<file path="src/rtl/div_hilo_sequencer_pkg.sv">
// div_hilo_sequencer_pkg
//   Shared definitions for the HI/LO divide sequencer:
//   - the sequencer state encoding
//   - the default operand width
//   - the LO value committed on divide-by-zero
//   - a conditional two's-complement negate helper
package div_hilo_sequencer_pkg;

  localparam int DEF_WIDTH = 32;

  typedef enum logic [1:0] {
    ST_IDLE  = 2'd0,
    ST_LOAD  = 2'd1,
    ST_WAIT  = 2'd2,
    ST_FIXUP = 2'd3
  } state_t;

  localparam logic [DEF_WIDTH-1:0] DIV0_LO = {DEF_WIDTH{1'b1}};

  // Two's-complement negate modulo 2^DEF_WIDTH when enable is set.
  // Negating the most negative value returns it unchanged, which is
  // exactly the unsigned magnitude 2^(DEF_WIDTH-1).
  function automatic logic [DEF_WIDTH-1:0] cond_negate(
    input logic [DEF_WIDTH-1:0] value,
    input logic                 enable
  );
    logic [DEF_WIDTH-1:0] result;
    if (enable) begin
      result = ~value + {{(DEF_WIDTH-1){1'b0}}, 1'b1};
    end else begin
      result = value;
    end
    return result;
  endfunction

endpackage

</file>
<file path="src/rtl/div_hilo_sequencer_if.sv">
// div_hilo_sequencer_if
//   Bundles every non-clock signal of the divide sequencer.
//   Datapath request side:
//     start, is_signed, dividend, divisor, hi_we, lo_we, hl_wdata
//   Divider core side:
//     core_m, core_q (operands out), core_quotient, core_remainder (results in)
//   Status and architectural registers:
//     busy, done, div_by_zero, hi, lo
//   Modports:
//     slave  - the sequencer itself
//     master - the surrounding datapath plus the combinational core
interface div_hilo_sequencer_if
  import div_hilo_sequencer_pkg::*;
#(
  parameter int WIDTH = DEF_WIDTH
) ();

  logic             start;
  logic             is_signed;
  logic [WIDTH-1:0] dividend;
  logic [WIDTH-1:0] divisor;
  logic             hi_we;
  logic             lo_we;
  logic [WIDTH-1:0] hl_wdata;
  logic [WIDTH-1:0] core_m;
  logic [WIDTH-1:0] core_q;
  logic [WIDTH-1:0] core_quotient;
  logic [WIDTH-1:0] core_remainder;
  logic             busy;
  logic             done;
  logic             div_by_zero;
  logic [WIDTH-1:0] hi;
  logic [WIDTH-1:0] lo;

  modport slave (
    input  start, is_signed, dividend, divisor, hi_we, lo_we, hl_wdata,
    input  core_quotient, core_remainder,
    output core_m, core_q, busy, done, div_by_zero, hi, lo
  );

  modport master (
    output start, is_signed, dividend, divisor, hi_we, lo_we, hl_wdata,
    output core_quotient, core_remainder,
    input  core_m, core_q, busy, done, div_by_zero, hi, lo
  );

endinterface

</file>
<file path="src/rtl/div_sign_fix.sv">
// div_sign_fix
//   Combinational sign handling around the unsigned divider core.
//
//   Entry side (request operands):
//     is_signed, dividend, divisor -> mag_dividend, mag_divisor,
//                                     dividend_neg, divisor_neg
//   Exit side (held state):
//     raw_quotient, raw_remainder, held_dividend,
//     held_dividend_neg, held_divisor_neg -> quotient, remainder,
//                                            orig_dividend
//
//   The *_neg flags are already qualified by is_signed, so an unsigned
//   request never negates anything.
module div_sign_fix
  import div_hilo_sequencer_pkg::*;
#(
  parameter int WIDTH = DEF_WIDTH
) (
  input  logic             is_signed,
  input  logic [WIDTH-1:0] dividend,
  input  logic [WIDTH-1:0] divisor,
  output logic [WIDTH-1:0] mag_dividend,
  output logic [WIDTH-1:0] mag_divisor,
  output logic             dividend_neg,
  output logic             divisor_neg,
  input  logic [WIDTH-1:0] raw_quotient,
  input  logic [WIDTH-1:0] raw_remainder,
  input  logic [WIDTH-1:0] held_dividend,
  input  logic             held_dividend_neg,
  input  logic             held_divisor_neg,
  output logic [WIDTH-1:0] quotient,
  output logic [WIDTH-1:0] remainder,
  output logic [WIDTH-1:0] orig_dividend
);

  // Operand magnitudes on entry and result sign restoration on exit.
  always_comb begin
    dividend_neg = is_signed & dividend[WIDTH-1];
    divisor_neg  = is_signed & divisor[WIDTH-1];
    mag_dividend = cond_negate(dividend, dividend_neg);
    mag_divisor  = cond_negate(divisor, divisor_neg);

    // Quotient is negative when the operand signs differ; the remainder
    // follows the dividend's sign.
    quotient  = cond_negate(raw_quotient, held_dividend_neg ^ held_divisor_neg);
    remainder = cond_negate(raw_remainder, held_dividend_neg);

    // Re-negating the held magnitude recovers the dividend's original bits,
    // including the most negative value.
    orig_dividend = cond_negate(held_dividend, held_dividend_neg);
  end

endmodule

</file>
<file path="src/rtl/div_hilo_sequencer.sv">
// div_hilo_sequencer
//   Sequences a DIV/DIVU through an external combinational unsigned divider
//   core and commits the sign-corrected results into HI (remainder) and
//   LO (quotient). Also services direct MTHI/MTLO writes while idle.
//
//   Ports:
//     clock - rising-edge clock
//     clear - asynchronous active-high reset; aborts any division in flight
//     bus   - div_hilo_sequencer_if.slave (request, core and status signals)
//
//   Timing: a start accepted at edge N produces done=1 in the cycle after
//   edge N+SETTLE_CYCLES+3, independent of the operand values.
module div_hilo_sequencer
  import div_hilo_sequencer_pkg::*;
#(
  parameter int WIDTH         = DEF_WIDTH,
  parameter int SETTLE_CYCLES = 2
) (
  input  logic                clock,
  input  logic                clear,
  div_hilo_sequencer_if.slave bus
);

  // One spare bit so the counter can always represent SETTLE_CYCLES itself.
  localparam int CNT_W = $clog2(SETTLE_CYCLES + 1) + 1;

  state_t           state_r;
  state_t           state_s;
  logic [CNT_W-1:0] cnt_r;

  logic             dvd_neg_r;
  logic             dvs_neg_r;
  logic             div0_r;
  logic [WIDTH-1:0] mag_q_r;
  logic [WIDTH-1:0] mag_m_r;
  logic [WIDTH-1:0] core_q_r;
  logic [WIDTH-1:0] core_m_r;
  logic [WIDTH-1:0] quot_r;
  logic [WIDTH-1:0] rem_r;
  logic [WIDTH-1:0] hi_r;
  logic [WIDTH-1:0] lo_r;
  logic             busy_r;
  logic             done_r;
  logic             dbz_r;

  logic             accept_s;
  logic             load_s;
  logic             capture_s;
  logic             commit_s;
  logic             cnt_inc_s;
  logic             hi_wr_s;
  logic             lo_wr_s;

  logic [WIDTH-1:0] mag_dvd_s;
  logic [WIDTH-1:0] mag_dvs_s;
  logic             dvd_neg_s;
  logic             dvs_neg_s;
  logic [WIDTH-1:0] quot_fix_s;
  logic [WIDTH-1:0] rem_fix_s;
  logic [WIDTH-1:0] dvd_orig_s;

  div_sign_fix #(
    .WIDTH(WIDTH)
  ) u_sign_fix (
    .is_signed         (bus.is_signed),
    .dividend          (bus.dividend),
    .divisor           (bus.divisor),
    .mag_dividend      (mag_dvd_s),
    .mag_divisor       (mag_dvs_s),
    .dividend_neg      (dvd_neg_s),
    .divisor_neg       (dvs_neg_s),
    .raw_quotient      (quot_r),
    .raw_remainder     (rem_r),
    .held_dividend     (core_q_r),
    .held_dividend_neg (dvd_neg_r),
    .held_divisor_neg  (dvs_neg_r),
    .quotient          (quot_fix_s),
    .remainder         (rem_fix_s),
    .orig_dividend     (dvd_orig_s)
  );

  // State register.
  always_ff @(posedge clock or posedge clear) begin
    if (clear) begin
      state_r <= ST_IDLE;
    end else begin
      state_r <= state_s;
    end
  end

  // Next-state decode and per-state control strobes.
  always_comb begin
    state_s   = state_r;
    accept_s  = 1'b0;
    load_s    = 1'b0;
    capture_s = 1'b0;
    commit_s  = 1'b0;
    cnt_inc_s = 1'b0;
    case (state_r)
      ST_IDLE: begin
        if (bus.start) begin
          accept_s = 1'b1;
          state_s  = ST_LOAD;
        end else begin
          state_s  = ST_IDLE;
        end
      end
      ST_LOAD: begin
        load_s  = 1'b1;
        state_s = ST_WAIT;
      end
      ST_WAIT: begin
        // The counter starts at zero on entry, so WAIT spans
        // SETTLE_CYCLES+1 cycles before the core outputs are sampled.
        if (cnt_r == CNT_W'(SETTLE_CYCLES)) begin
          capture_s = 1'b1;
          state_s   = ST_FIXUP;
        end else begin
          cnt_inc_s = 1'b1;
          state_s   = ST_WAIT;
        end
      end
      ST_FIXUP: begin
        commit_s = 1'b1;
        state_s  = ST_IDLE;
      end
      default: begin
        state_s = ST_IDLE;
      end
    endcase
    // Direct HI/LO writes only land while idle.
    hi_wr_s = (state_r == ST_IDLE) & bus.hi_we;
    lo_wr_s = (state_r == ST_IDLE) & bus.lo_we;
  end

  // Operand conditioning, core drive, settle counter and result capture.
  always_ff @(posedge clock or posedge clear) begin
    if (clear) begin
      dvd_neg_r <= 1'b0;
      dvs_neg_r <= 1'b0;
      div0_r    <= 1'b0;
      mag_q_r   <= {WIDTH{1'b0}};
      mag_m_r   <= {WIDTH{1'b0}};
      core_q_r  <= {WIDTH{1'b0}};
      core_m_r  <= {WIDTH{1'b0}};
      cnt_r     <= {CNT_W{1'b0}};
      quot_r    <= {WIDTH{1'b0}};
      rem_r     <= {WIDTH{1'b0}};
    end else begin
      if (accept_s) begin
        dvd_neg_r <= dvd_neg_s;
        dvs_neg_r <= dvs_neg_s;
        div0_r    <= (bus.divisor == {WIDTH{1'b0}});
        mag_q_r   <= mag_dvd_s;
        mag_m_r   <= mag_dvs_s;
      end
      // core_q/core_m stay put from LOAD until the next accepted request.
      if (load_s) begin
        core_q_r <= mag_q_r;
        core_m_r <= mag_m_r;
      end
      if (load_s) begin
        cnt_r <= {CNT_W{1'b0}};
      end else if (cnt_inc_s) begin
        cnt_r <= cnt_r + CNT_W'(1);
      end
      if (capture_s) begin
        quot_r <= bus.core_quotient;
        rem_r  <= bus.core_remainder;
      end
    end
  end

  // Architectural HI/LO registers and status outputs.
  always_ff @(posedge clock or posedge clear) begin
    if (clear) begin
      hi_r   <= {WIDTH{1'b0}};
      lo_r   <= {WIDTH{1'b0}};
      busy_r <= 1'b0;
      done_r <= 1'b0;
      dbz_r  <= 1'b0;
    end else begin
      if (commit_s) begin
        if (div0_r) begin
          // Core output is meaningless for a zero divisor.
          lo_r <= DIV0_LO[WIDTH-1:0];
          hi_r <= dvd_orig_s;
        end else begin
          lo_r <= quot_fix_s;
          hi_r <= rem_fix_s;
        end
      end else begin
        if (hi_wr_s) begin
          hi_r <= bus.hl_wdata;
        end
        if (lo_wr_s) begin
          lo_r <= bus.hl_wdata;
        end
      end
      busy_r <= (state_s != ST_IDLE);
      done_r <= commit_s;
      if (accept_s) begin
        dbz_r <= 1'b0;
      end else if (commit_s) begin
        dbz_r <= div0_r;
      end
    end
  end

  assign bus.core_q      = core_q_r;
  assign bus.core_m      = core_m_r;
  assign bus.hi          = hi_r;
  assign bus.lo          = lo_r;
  assign bus.busy        = busy_r;
  assign bus.done        = done_r;
  assign bus.div_by_zero = dbz_r;

endmodule
</file>
<file path="src/flat_wrapper.sv">
// flat-port wrapper written by rule: the top's interface ports become plain ports
module div_hilo_sequencer_flat import div_hilo_sequencer_pkg::*;
#(
  parameter int WIDTH         = DEF_WIDTH,
  parameter int SETTLE_CYCLES = 2
)
  (clock, clear, bus_start, bus_is_signed, bus_dividend, bus_divisor, bus_hi_we, bus_lo_we, bus_hl_wdata, bus_core_quotient, bus_core_remainder, bus_core_m, bus_core_q, bus_busy, bus_done, bus_div_by_zero, bus_hi, bus_lo);
  div_hilo_sequencer_if #(.WIDTH(WIDTH)) bus_i ();
  input  logic clock;
  input  logic clear;
  input wire logic [$bits(bus_i.start)-1:0] bus_start;
  input wire logic [$bits(bus_i.is_signed)-1:0] bus_is_signed;
  input wire logic [$bits(bus_i.dividend)-1:0] bus_dividend;
  input wire logic [$bits(bus_i.divisor)-1:0] bus_divisor;
  input wire logic [$bits(bus_i.hi_we)-1:0] bus_hi_we;
  input wire logic [$bits(bus_i.lo_we)-1:0] bus_lo_we;
  input wire logic [$bits(bus_i.hl_wdata)-1:0] bus_hl_wdata;
  input wire logic [$bits(bus_i.core_quotient)-1:0] bus_core_quotient;
  input wire logic [$bits(bus_i.core_remainder)-1:0] bus_core_remainder;
  output wire logic [$bits(bus_i.core_m)-1:0] bus_core_m;
  output wire logic [$bits(bus_i.core_q)-1:0] bus_core_q;
  output wire logic [$bits(bus_i.busy)-1:0] bus_busy;
  output wire logic [$bits(bus_i.done)-1:0] bus_done;
  output wire logic [$bits(bus_i.div_by_zero)-1:0] bus_div_by_zero;
  output wire logic [$bits(bus_i.hi)-1:0] bus_hi;
  output wire logic [$bits(bus_i.lo)-1:0] bus_lo;
  assign bus_i.start = bus_start;
  assign bus_i.is_signed = bus_is_signed;
  assign bus_i.dividend = bus_dividend;
  assign bus_i.divisor = bus_divisor;
  assign bus_i.hi_we = bus_hi_we;
  assign bus_i.lo_we = bus_lo_we;
  assign bus_i.hl_wdata = bus_hl_wdata;
  assign bus_i.core_quotient = bus_core_quotient;
  assign bus_i.core_remainder = bus_core_remainder;
  assign bus_core_m = bus_i.core_m;
  assign bus_core_q = bus_i.core_q;
  assign bus_busy = bus_i.busy;
  assign bus_done = bus_i.done;
  assign bus_div_by_zero = bus_i.div_by_zero;
  assign bus_hi = bus_i.hi;
  assign bus_lo = bus_i.lo;
  div_hilo_sequencer #(.WIDTH(WIDTH), .SETTLE_CYCLES(SETTLE_CYCLES)) u_core (.clock(clock), .clear(clear), .bus(bus_i));
endmodule
</file>
<file path="config.mk">
export PLATFORM = sky130hd
export DESIGN_NAME = div_hilo_sequencer_flat
export DESIGN_NICKNAME = d
export VERILOG_FILES = /design/src/rtl/div_hilo_sequencer_pkg.sv /design/src/rtl/div_hilo_sequencer_if.sv /design/src/rtl/div_sign_fix.sv /design/src/rtl/div_hilo_sequencer.sv /design/src/flat_wrapper.sv
export SDC_FILE = /design/constraint.sdc
export NUM_CORES = 1
export LEC_CHECK = 0
export ABC_AREA = 1
export CORE_UTILIZATION = 40
export CTS_CLUSTER_SIZE = 25
export DETAILED_ROUTE_END_ITERATION = 16
export GPL_ROUTABILITY_DRIVEN = 0
export PLACE_DENSITY = 0.67
export REMOVE_ABC_BUFFERS = 1
export SLEW_MARGIN = 40
export SYNTH_ARGS = -nofsm -noshare
export SYNTH_HDL_FRONTEND = slang
export SYNTH_SLANG_ARGS = --single-unit
</file>
<file path="constraint.sdc">
create_clock -name clock -period 10.58 [get_ports clock]
set_clock_uncertainty 0.1 [all_clocks]
set_input_delay 3.174 -clock clock [delete_from_list [all_inputs] [get_ports clock]]
set_output_delay 3.174 -clock clock [all_outputs]
set_load 0.03 [all_outputs]
</file>
==> flow_metrics.py <==
metrics = {
    "floorplan": {
        "start_util_pct": 40.7,
        "die_h_um": 198,
        "die-area_um2": 39200,
        "io-pin-count": 297,
        "core_um2": 37800,
        "die_w_um": 198,
        "rows": 71,
    },
    "clock_tree": {
        "cts_buffer_depth": 3,
        "cts_inserted_buffers": 31,
        "htree_levels": 1,
        "post_cts_buffers": 0,
        "cts_tree": "built",
        "cts-root-buf": "clkbuf_16",
        "cts_sinks": 267,
        "cts.reportedPaths.clkPinSlew_ns": 0.06,
        "clk_latency_ns": 0.56,
        "cts_resized": 0,
        "ctsHoldBuffers": 0,
    },
    "run_status": {
        "status": "completed",
    },
    "grt": {
        "met2_usage_pct": 43.3,
        "top_usage_layer": "met2",
        "grt.overflow.total": 0,
        "met3_usage_pct": 6.32,
        "grt_pass1_vias": 15100,
        "grt_first_pass_wirelength_um": 80800,
        "grt_use_total_pct": 26.2,
        "grt_max_degree": 151,
        "antenna_found_initial": 3,
        "use_met1_pct": 33.1,
    },
    "yosys": {
        "synth_edf_count": 0,
        "ys_seq_elements": 267,
        "ys_seq_area_share_pct": 43.4,
        "ys_warn_count": 0,
        "syn-instance-count": 2205,
        "async_reset_ff_share_pct": 100,
        "yosysUniqueCellTypes": 45,
        "synth_area_per_cell_um2": 6.98,
        "syn_area_um2": 15400,
        "synth-main-ff-cell": "dfrtp_1",
    },
    "layout": {
        "drive_above_1_share_pct": 4.60,
        "stdcell_count": 2990,
        "nNetsFinal": 2636,
        "final_cell_mix": "705 x nand2_1, 296 x clkdlybuf4s50_1, 266 x dfrtp_1, 243 x nor2_1, 209 x inv_1",
        "final_common_cell": "nand2_1",
        "syn_to_final_growth_pct": 28.1,
    },
    "min_path": {
        "hold_path_class": "reg -> reg",
        "min_from": "u_core.mag_m_r[8]$_DFFE_PP0P_",
        "whs_path_depth": 2,
        "min_to": "u_core.bus.core_m[8]$_DFFE_PP0P_",
    },
    "detailed_routing": {
        "post_drt_wl_per_cell_um": 17.2,
        "routed_via_density": 5.17,
        "drc_errors": 0,
        "drt-total-wl_um": 51500,
        "drt_first_iter_violations": 1043,
        "dr.pass1.iters": 6,
        "via_count": 15500,
        "postRouteAntennaNets": 0,
    },
    "timing": {
        "hold_viol": 0,
        "drv_slew": 0,
        "fmax_mhz": 191,
        "setup_violations": 0,
        "rsz0062_at_grt": "no",
        "relSlewSlack_pct": 43.5,
        "final.setup.tns_ns": 0,
        "tightest_slew_ns": 0.847,
        "min_period_ns": 5.24,
        "min_period_over_period_pct": 49.5,
    },
    "critical_path": {
        "r2r_slack_ns": 7.47,
        "critical_path_class": "in -> reg",
        "rr_endpoint": "u_core.bus.lo[24]$_DFFE_PP0P_",
        "reg2reg_from": "u_core.dvd_neg_r$_DFFE_PP0P_",
        "endpoint_kind": "register",
        "startpoint_type": "primary input",
        "rr_worst_depth": 9,
        "path_max_fanout": 16,
        "cp.arrival_ns": 5.57,
        "cp.required_ns": 10.91,
    },
    "placed_design": {
        "port_buffers": 296,
        "dp_hpwl_um": 37900,
        "place_inst": 2935,
    },
    "pwr": {
        "peakVddDrop_uv": 188,
        "powerDensity_nw_per_um2": 299,
        "p_leak_nw": 9.06,
    },
    "run": {
        "drv_cap": 0,
    },
}
-- worst max-delay path, stage by stage --
cell and delay, ns:
clkdlybuf4s50_1 0.45, nand2_1 0.16, inv_1 0.38, nor2_1 0.10, inv_1 0.46, nand2_1 0.48, nor2_1 0.25, a21oi_1 0.09
-- how the worst max path moves through the flow --
stage,start,endpoint,slack (ns),cells after the start
floorplan,clear,u_core.bus.busy$_DFF_PP0_,-0.05,1
global placement,bus_start,u_core.div0_r$_DFFE_PP0P_,4.24,5
detailed placement,bus_lo_we,u_core.bus.lo[30]$_DFFE_PP0P_,4.79,8
CTS,bus_lo_we,u_core.bus.lo[14]$_DFFE_PP0P_,5.37,8
global route,bus_lo_we,u_core.bus.lo[27]$_DFFE_PP0P_,5.10,8
finish,bus_lo_we,u_core.bus.lo[14]$_DFFE_PP0P_,5.34,8
-- per-layer routing --
| layer | share of wire [%] | vias up |
|---|---|---|
| met5 | 0 | - |
| li1 | - | 7556 |
| met2 | 46 | 646 |
| met1 | 41 | 7145 |
| met3 | 9.3 | 111 |
| met4 | 3.8 | 0 |
-- through the flow --
stage               utilization [%]  total power (W)  hold slack (ns)  setup WS [ns]  area [µm²]
finish                         52.2          0.00590            0.371           5.34       19700
global route                   52.2          0.00635            0.394           5.10       19700
CTS                            52.1          0.00591            0.368           5.37       19700
detailed placement             49.6          0.00488            0.354           4.79       18700
global placement               49.6          0.00481            0.356           4.24       18700
floorplan                         -          0.00373            0.347        -0.0476       15000
-- cells by family after synthesis --
kind of cell             Yosys count  synth area share, %
flip-flops                       267                 43.4
XOR/XNOR                          41                 2.33
AND/OR/NAND/NOR                 1228                 33.2
buffers and inverters            306                 7.86
AO/OA/AOI/OAI                    351                 12.2
adder cells (fa/ha/maj)           12                0.976
-- power breakdown --
| group | leakage, nW | internal, W | switching (W) |
|---|---|---|---|
| Sequential | 3.28 | 0.00151 | 0.000409 |
| Combinational | 5.33 | 0.00105 | 0.00193 |
| Clock | 0.458 | 0.000588 | 0.000422 |
-- synthesized netlist by cell type (2+ instances only) --
| master | instances | area (µm²) |
|---|---|---|
| a21oi_1 | 93 | 465 |
| o31ai_1 | 7 | 52.6 |
| clkinv_1 | 3 | 11.3 |
| o2111ai_1 | 2 | 17.5 |
| buf_4 | 3 | 22.5 |
| o21ai_0 | 200 | 1000 |
| nor2_4 | 7 | 78.8 |
| o211ai_1 | 18 | 135 |
| clkbuf_1 | 47 | 176 |
| nor4_1 | 2 | 12.5 |
| nand2_1 | 707 | 2650 |
| a31oi_1 | 6 | 37.5 |
| nand3b_1 | 3 | 22.5 |
| nand4_1 | 17 | 106 |
| buf_1 | 4 | 15.0 |
| xor2_1 | 40 | 350 |
| nor3_1 | 16 | 80.1 |
| o21ai_1 | 13 | 65.1 |
| nor3_2 | 3 | 30.0 |
| inv_2 | 5 | 18.8 |
| nor2_2 | 13 | 81.3 |
| buf_2 | 33 | 165 |
| inv_1 | 210 | 788 |
| dfrtp_1 | 267 | 6680 |
| nor2_1 | 243 | 912 |
| ha_1 | 12 | 150 |
| o221ai_1 | 2 | 17.5 |
| o21ai_2 | 4 | 35.0 |
| or2_1 | 3 | 18.8 |
| nand2_2 | 10 | 62.6 |
| or2_2 | 3 | 18.8 |
| nand3_1 | 195 | 976 |
| nand3_2 | 2 | 20.0 |
-- cell type report --
type	count	area [µm²]
diodes	2	5.00
clock buffers	48	920
clock inverters	4	25.0
fillers	3676	18000
inverters	218	835
multi-input cells	1632	7510
flip-flops and latches	267	6680
well taps	511	639
repair buffers	308	3090
-- state kept, by name, summed over array words and instances, names as in the netlist --
signal,cells
u_core.bus.core_q,32
u_core.cnt_r,3
u_core.mag_q_r,32
u_core.bus.done,1
u_core.dvd_neg_r,1
u_core.bus.hi,32
u_core.dvs_neg_r,1
u_core.rem_r,32
u_core.bus.div_by_zero,1
u_core.state_r,2
u_core.div0_r,1
u_core.bus.core_m,32
u_core.bus.lo,32
u_core.mag_m_r,32
u_core.quot_r,32
u_core.bus.busy,1
(Power assumes the default switching activity.)
